`config.mk`:
```
export PLATFORM = sky130hd
export DESIGN_NAME = rf_wb_arbiter
export DESIGN_NICKNAME = d
export VERILOG_FILES = /design/src/rtl/rf_wb_arbiter.sv
export SDC_FILE = /design/constraint.sdc
export NUM_CORES = 1
export LEC_CHECK = 0
export ABC_CLOCK_PERIOD_IN_PS = 2100
export BUFFER_PORTS_ARGS = -buffer_cell sky130_fd_sc_hd__buf_2
export CORE_ASPECT_RATIO = 0.7
export CORE_MARGIN = 3
export CORE_UTILIZATION = 39
export DETAILED_ROUTE_END_ITERATION = 12
export PLACE_DENSITY = 0.76
export REMOVE_ABC_BUFFERS = 1
export SLEW_MARGIN = 20
export SYNTH_ARGS = -nofsm -noshare
export SYNTH_HDL_FRONTEND = slang
export SYNTH_SLANG_ARGS = --single-unit
```
`constraint.sdc`:
```
create_clock -name clk -period 2.1 [get_ports clk]
set_input_delay 0 -clock clk [delete_from_list [all_inputs] [get_ports clk]]
set_output_delay 0 -clock clk [all_outputs]
set_load 0.005 [all_outputs]
```
`src/rtl/rf_wb_arbiter.sv`:
```
// Round-robin write-back arbiter: shares the register file's single write port
// between N_REQ requesters, with a registered one-cycle-latency write stage.
module rf_wb_arbiter #(
    parameter int unsigned N_REQ = 3
) (
    input  logic                clk,
    input  logic                rst_n,
    input  logic [N_REQ-1:0]    i_req_valid,
    input  logic [5*N_REQ-1:0]  i_req_rd,
    input  logic [32*N_REQ-1:0] i_req_data,
    output logic [N_REQ-1:0]    o_req_ready,
    input  logic                i_wb_en,
    input  logic                i_flush,
    output logic                o_wr,
    output logic [4:0]          o_rd,
    output logic [31:0]         o_write_data,
    output logic [2:0]          o_grant_id,
    output logic                o_busy
);

    localparam int unsigned PTR_W = (N_REQ > 2) ? $clog2(N_REQ) : 1;

    logic [PTR_W-1:0] r_ptr;
    logic             r_wr;
    logic [4:0]       r_rd;
    logic [31:0]      r_data;
    logic [2:0]       r_gid;

    logic [7:0]       w_valid_ext;
    logic [2:0]       w_idx;
    logic [2:0]       w_gnt_idx;
    logic             w_found;
    logic             w_grant;
    logic [N_REQ-1:0] w_ready;
    logic [4:0]       w_sel_rd;
    logic [31:0]      w_sel_data;
    logic [PTR_W-1:0] w_ptr_nxt;

    assign w_valid_ext = 8'(i_req_valid);

    // Reset gating keeps ready low while rst_n is asserted, whatever the inputs.
    always_comb begin
        w_found   = 1'b0;
        w_gnt_idx = 3'd0;
        w_idx     = 3'd0;
        w_ready   = '0;
        for (int unsigned i = 0; i < N_REQ; i++) begin
            if (32'(r_ptr) + i >= N_REQ) begin
                w_idx = 3'(32'(r_ptr) + i - N_REQ);
            end else begin
                w_idx = 3'(32'(r_ptr) + i);
            end
            if (!w_found && w_valid_ext[w_idx]) begin
                w_found   = 1'b1;
                w_gnt_idx = w_idx;
            end
        end
        w_grant = w_found & i_wb_en & ~i_flush & rst_n;
        for (int unsigned k = 0; k < N_REQ; k++) begin
            if (w_grant && (w_gnt_idx == 3'(k))) begin
                w_ready[k] = 1'b1;
            end
        end
    end

    always_comb begin
        w_sel_rd   = 5'd0;
        w_sel_data = 32'd0;
        for (int unsigned k = 0; k < N_REQ; k++) begin
            if (w_ready[k]) begin
                w_sel_rd   = i_req_rd[5*k +: 5];
                w_sel_data = i_req_data[32*k +: 32];
            end
        end
        if (w_gnt_idx == 3'(N_REQ - 1)) begin
            w_ptr_nxt = '0;
        end else begin
            w_ptr_nxt = PTR_W'(w_gnt_idx + 3'd1);
        end
    end

    always_ff @(posedge clk or negedge rst_n) begin
        if (!rst_n) begin
            r_ptr  <= '0;
            r_wr   <= 1'b0;
            r_rd   <= 5'd0;
            r_data <= 32'd0;
            r_gid  <= 3'd0;
        end else begin
            r_wr <= 1'b0;
            if (w_grant) begin
                r_ptr  <= w_ptr_nxt;
                r_rd   <= w_sel_rd;
                r_data <= w_sel_data;
                r_gid  <= w_gnt_idx;
                // x0 writes are consumed but never reach the register file.
                r_wr   <= (w_sel_rd != 5'd0);
            end
        end
    end

    assign o_req_ready  = w_ready;
    assign o_wr         = r_wr;
    assign o_rd         = r_rd;
    assign o_write_data = r_data;
    assign o_grant_id   = r_gid;
    assign o_busy       = |i_req_valid;

endmodule
```
==> flow_summary.json <==
{
  "status": "complete, but fails checks",
  "failed_checks": "setup timing",
  "fin_tns_setup_ns": -11.99,
  "antenna_found_initial": 0,
  "area_growth_syn_to_layout_pct": 79.3,
  "place_inst": 523,
  "final_max_slew_viol_count": 0,
  "grt_pass1_wl_mm": 13.5,
  "period_share_pct": 115,
  "slew_headroom_pct": 63.6,
  "hold_path_class": "primary input to register",
  "finClkSkew_ns": 0.00304,
  "crit_path_end_kind": "register",
  "critPathMaxFanout": 6,
  "clk_latency_ns": 0.29,
  "diodes": 0,
  "synth-seq-cells": 43,
  "fmax_mhz": 415,
  "worst_slew_pin_slew_ns": 0.546,
  "yosysWarnings": 0,
  "first_pass_iters": 4,
  "netlist_area_um2": 2690,
  "finalHoldViolCount": 0,
  "rsz0062_at_grt": "true",
  "ioPinCount": 163,
  "setup_viol": 46,
  "totalPowerFinal_mw": 6.12,
  "grt_max_degree": 44,
  "place.port_buffers": 162,
  "grt_overflow": 0,
  "leakagePower_nw": 2.55,
  "die_area_um2": 7940,
  "design_area_um2": 4820,
  "seqCellArea_um2": 1080,
  "final_layout_size_suffix_gt1_share_pct": 65.7,
  "synth_top_area_share_pct": 40.0,
  "cts_buffer_depth": 2,
  "initial_core_util_pct": 41.6,
  "setup_ws_ns": -0.311,
  "routed_wl_mm": 9.68,
  "die-height_um": 75.5,
  "critPathRequiredTime_ns": 2.26,
  "core_um2": 6460,
  "rows": 24,
  "layout.nets": 591,
  "fin_util_pct": 74.7,
  "layout_commonest_cell": "buf_2",
  "yosys.area.top_type": "dfrtp_1",
  "htreeDepth": 2,
  "fin_hold_ws_ns": 0.0283,
  "syn_inst": 265,
  "power.density_nw_per_um2": 1270,
  "synth_area_leaders": "dfrtp_1 (40%), mux2i_1 (15%), a21o_1 (10%)",
  "ir_worst_vdd_mv": 0.684,
  "maxCapViolCount": 0,
  "grt_pass1_vias": 2785,
  "seq_area_frac_synth_pct": 40.0,
  "drcViolationCount": 0,
  "nFillCells": 436,
  "wl_per_cell_um": 17.3,
  "path_clk_slew_ns": 0.08,
  "start_kind": "register",
  "cts_sinks": 43,
  "mostFrequentLayoutCells": "buf_2 (161), dfrtp_1 (43), a21o_1 (36)",
  "ant_nets": 0,
  "viasPerCell": 5.20,
  "dr_total_vias": 2913,
  "syn_area_per_cell_um2": 10.1,
  "finalNonFillerCells": 560,
  "drt_first_iter_violations": 122,
  "synthDistinctLibCells": 36,
  "post_dp_cell_area_um2": 3730,
  "pre_cts_ws_ns": -0.412,
  "critical_path_class": "register to register",
  "min_period_ns": 2.41,
  "multi_input_area_um2": 1920,
  "post-dp-hpwl_mm": 5.98,
  "cts_buffers": 5,
  "dieWidth_um": 105,
  "crit_arrival_ns": 2.57,
  "grt_usage_pct": 21.7,
  "tritoncts": "built",
  "cts_root_buffer": "clkbuf_8",
  "globalplace.congestion": 0.832
}
[Yosys cell counts, drive strengths merged]
cell	n
nand3	2
a22oi	1
a311oi	1
mux2i	40
and2	1
and3	1
ha	5
mux2	3
dfrtp	43
a21oi	1
nand2	12
nor2	38
o22ai	1
o41ai	1
or3	2
nand2b	1
clkbuf	5
o21ai	7
a21o	36
o311ai	1
a211oi	35
and4b	1
a32oi	1
buf	18
o2bb2ai	1
and2b	1
a311o	1
a41oi	1
inv	3
nand3b	1
[final timing paths]
path	from	end	slack, ns	depth (start not counted)
max	r_ptr[0]$_DFFE_PN0P_	o_wr$_DFF_PN0_	-0.31	10
min	i_req_rd[5]	o_rd[0]$_DFFE_PN0P_	0.03	3
max reg2reg	r_ptr[0]$_DFFE_PN0P_	o_wr$_DFF_PN0_	-0.31	10
min reg2reg	o_write_data[28]$_DFFE_PN0P_	o_write_data[28]$_DFFE_PN0P_	0.48	1
max in group asynchronous	rst_n	o_write_data[31]$_DFFE_PN0P_	1.37	3
min in group asynchronous	rst_n	o_rd[0]$_DFFE_PN0P_	0.35	3
[cells by family (layout without fill, tap and decap cells)]
group	Yosys count	count (layout)	share of synthesized area, %
buffers and inverters	26	230	6.93
adders and majority gates	5	5	2.33
DFF	43	43	40.0
muxes	43	43	16.4
AOI/OAI and AO/OA	88	88	24.8
and+or+nand+nor	60	60	9.54
[state kept, by name (all words and copies together), names as in the netlist]
signal	cells
r_ptr	2
o_wr	1
o_rd	5
o_write_data	32
o_grant_id	3
[layer usage]
metal  vias up  track usage (%)  wire length [um]  part of all wire, %
met5         -                0                 0                    0
met4         0             4.22                51                 0.53
met3         5             5.33               724                  7.5
met2       126             38.6              4670                   48
met1      1394             27.5              4240                   44
li1       1388                -                 -                    -
[power by group]
group          internal [mW]  switching (mW)
Sequential              1.20           0.211
Clock                  0.234           0.272
Combinational           2.32            1.89
Total                   3.75            2.37
[timing repair]
item	in CTS	in global routing
hold buffers	1	0
pin swaps	30	31
gates resized for setup	69	58
endpoints found under the setup margin	46	46
setup buffers	18	1
endpoints found under the hold margin	43	0
gates cloned	4	7
[final cells by class]
type	count	area share, %
clock buffers	7	1.58
clock inverters	1	0.104
inverters	3	0.285
multi-input cells	196	39.9
flip-flops and latches	43	22.3
well taps	91	2.36
repair buffers	219	33.5
[critical path, cell delays in order, from the launching register on]
cell      delay [ns]
dfrtp_1         0.39
inv_2           0.08
ha_4            0.23
nand2b_4        0.14
a22oi_2         0.21
buf_4           0.17
a211oi_4        0.06
o21ai_4         0.34
mux2_4          0.35
mux2i_4         0.16
a41oi_2         0.13
Power figures use the tool's default switching activity.
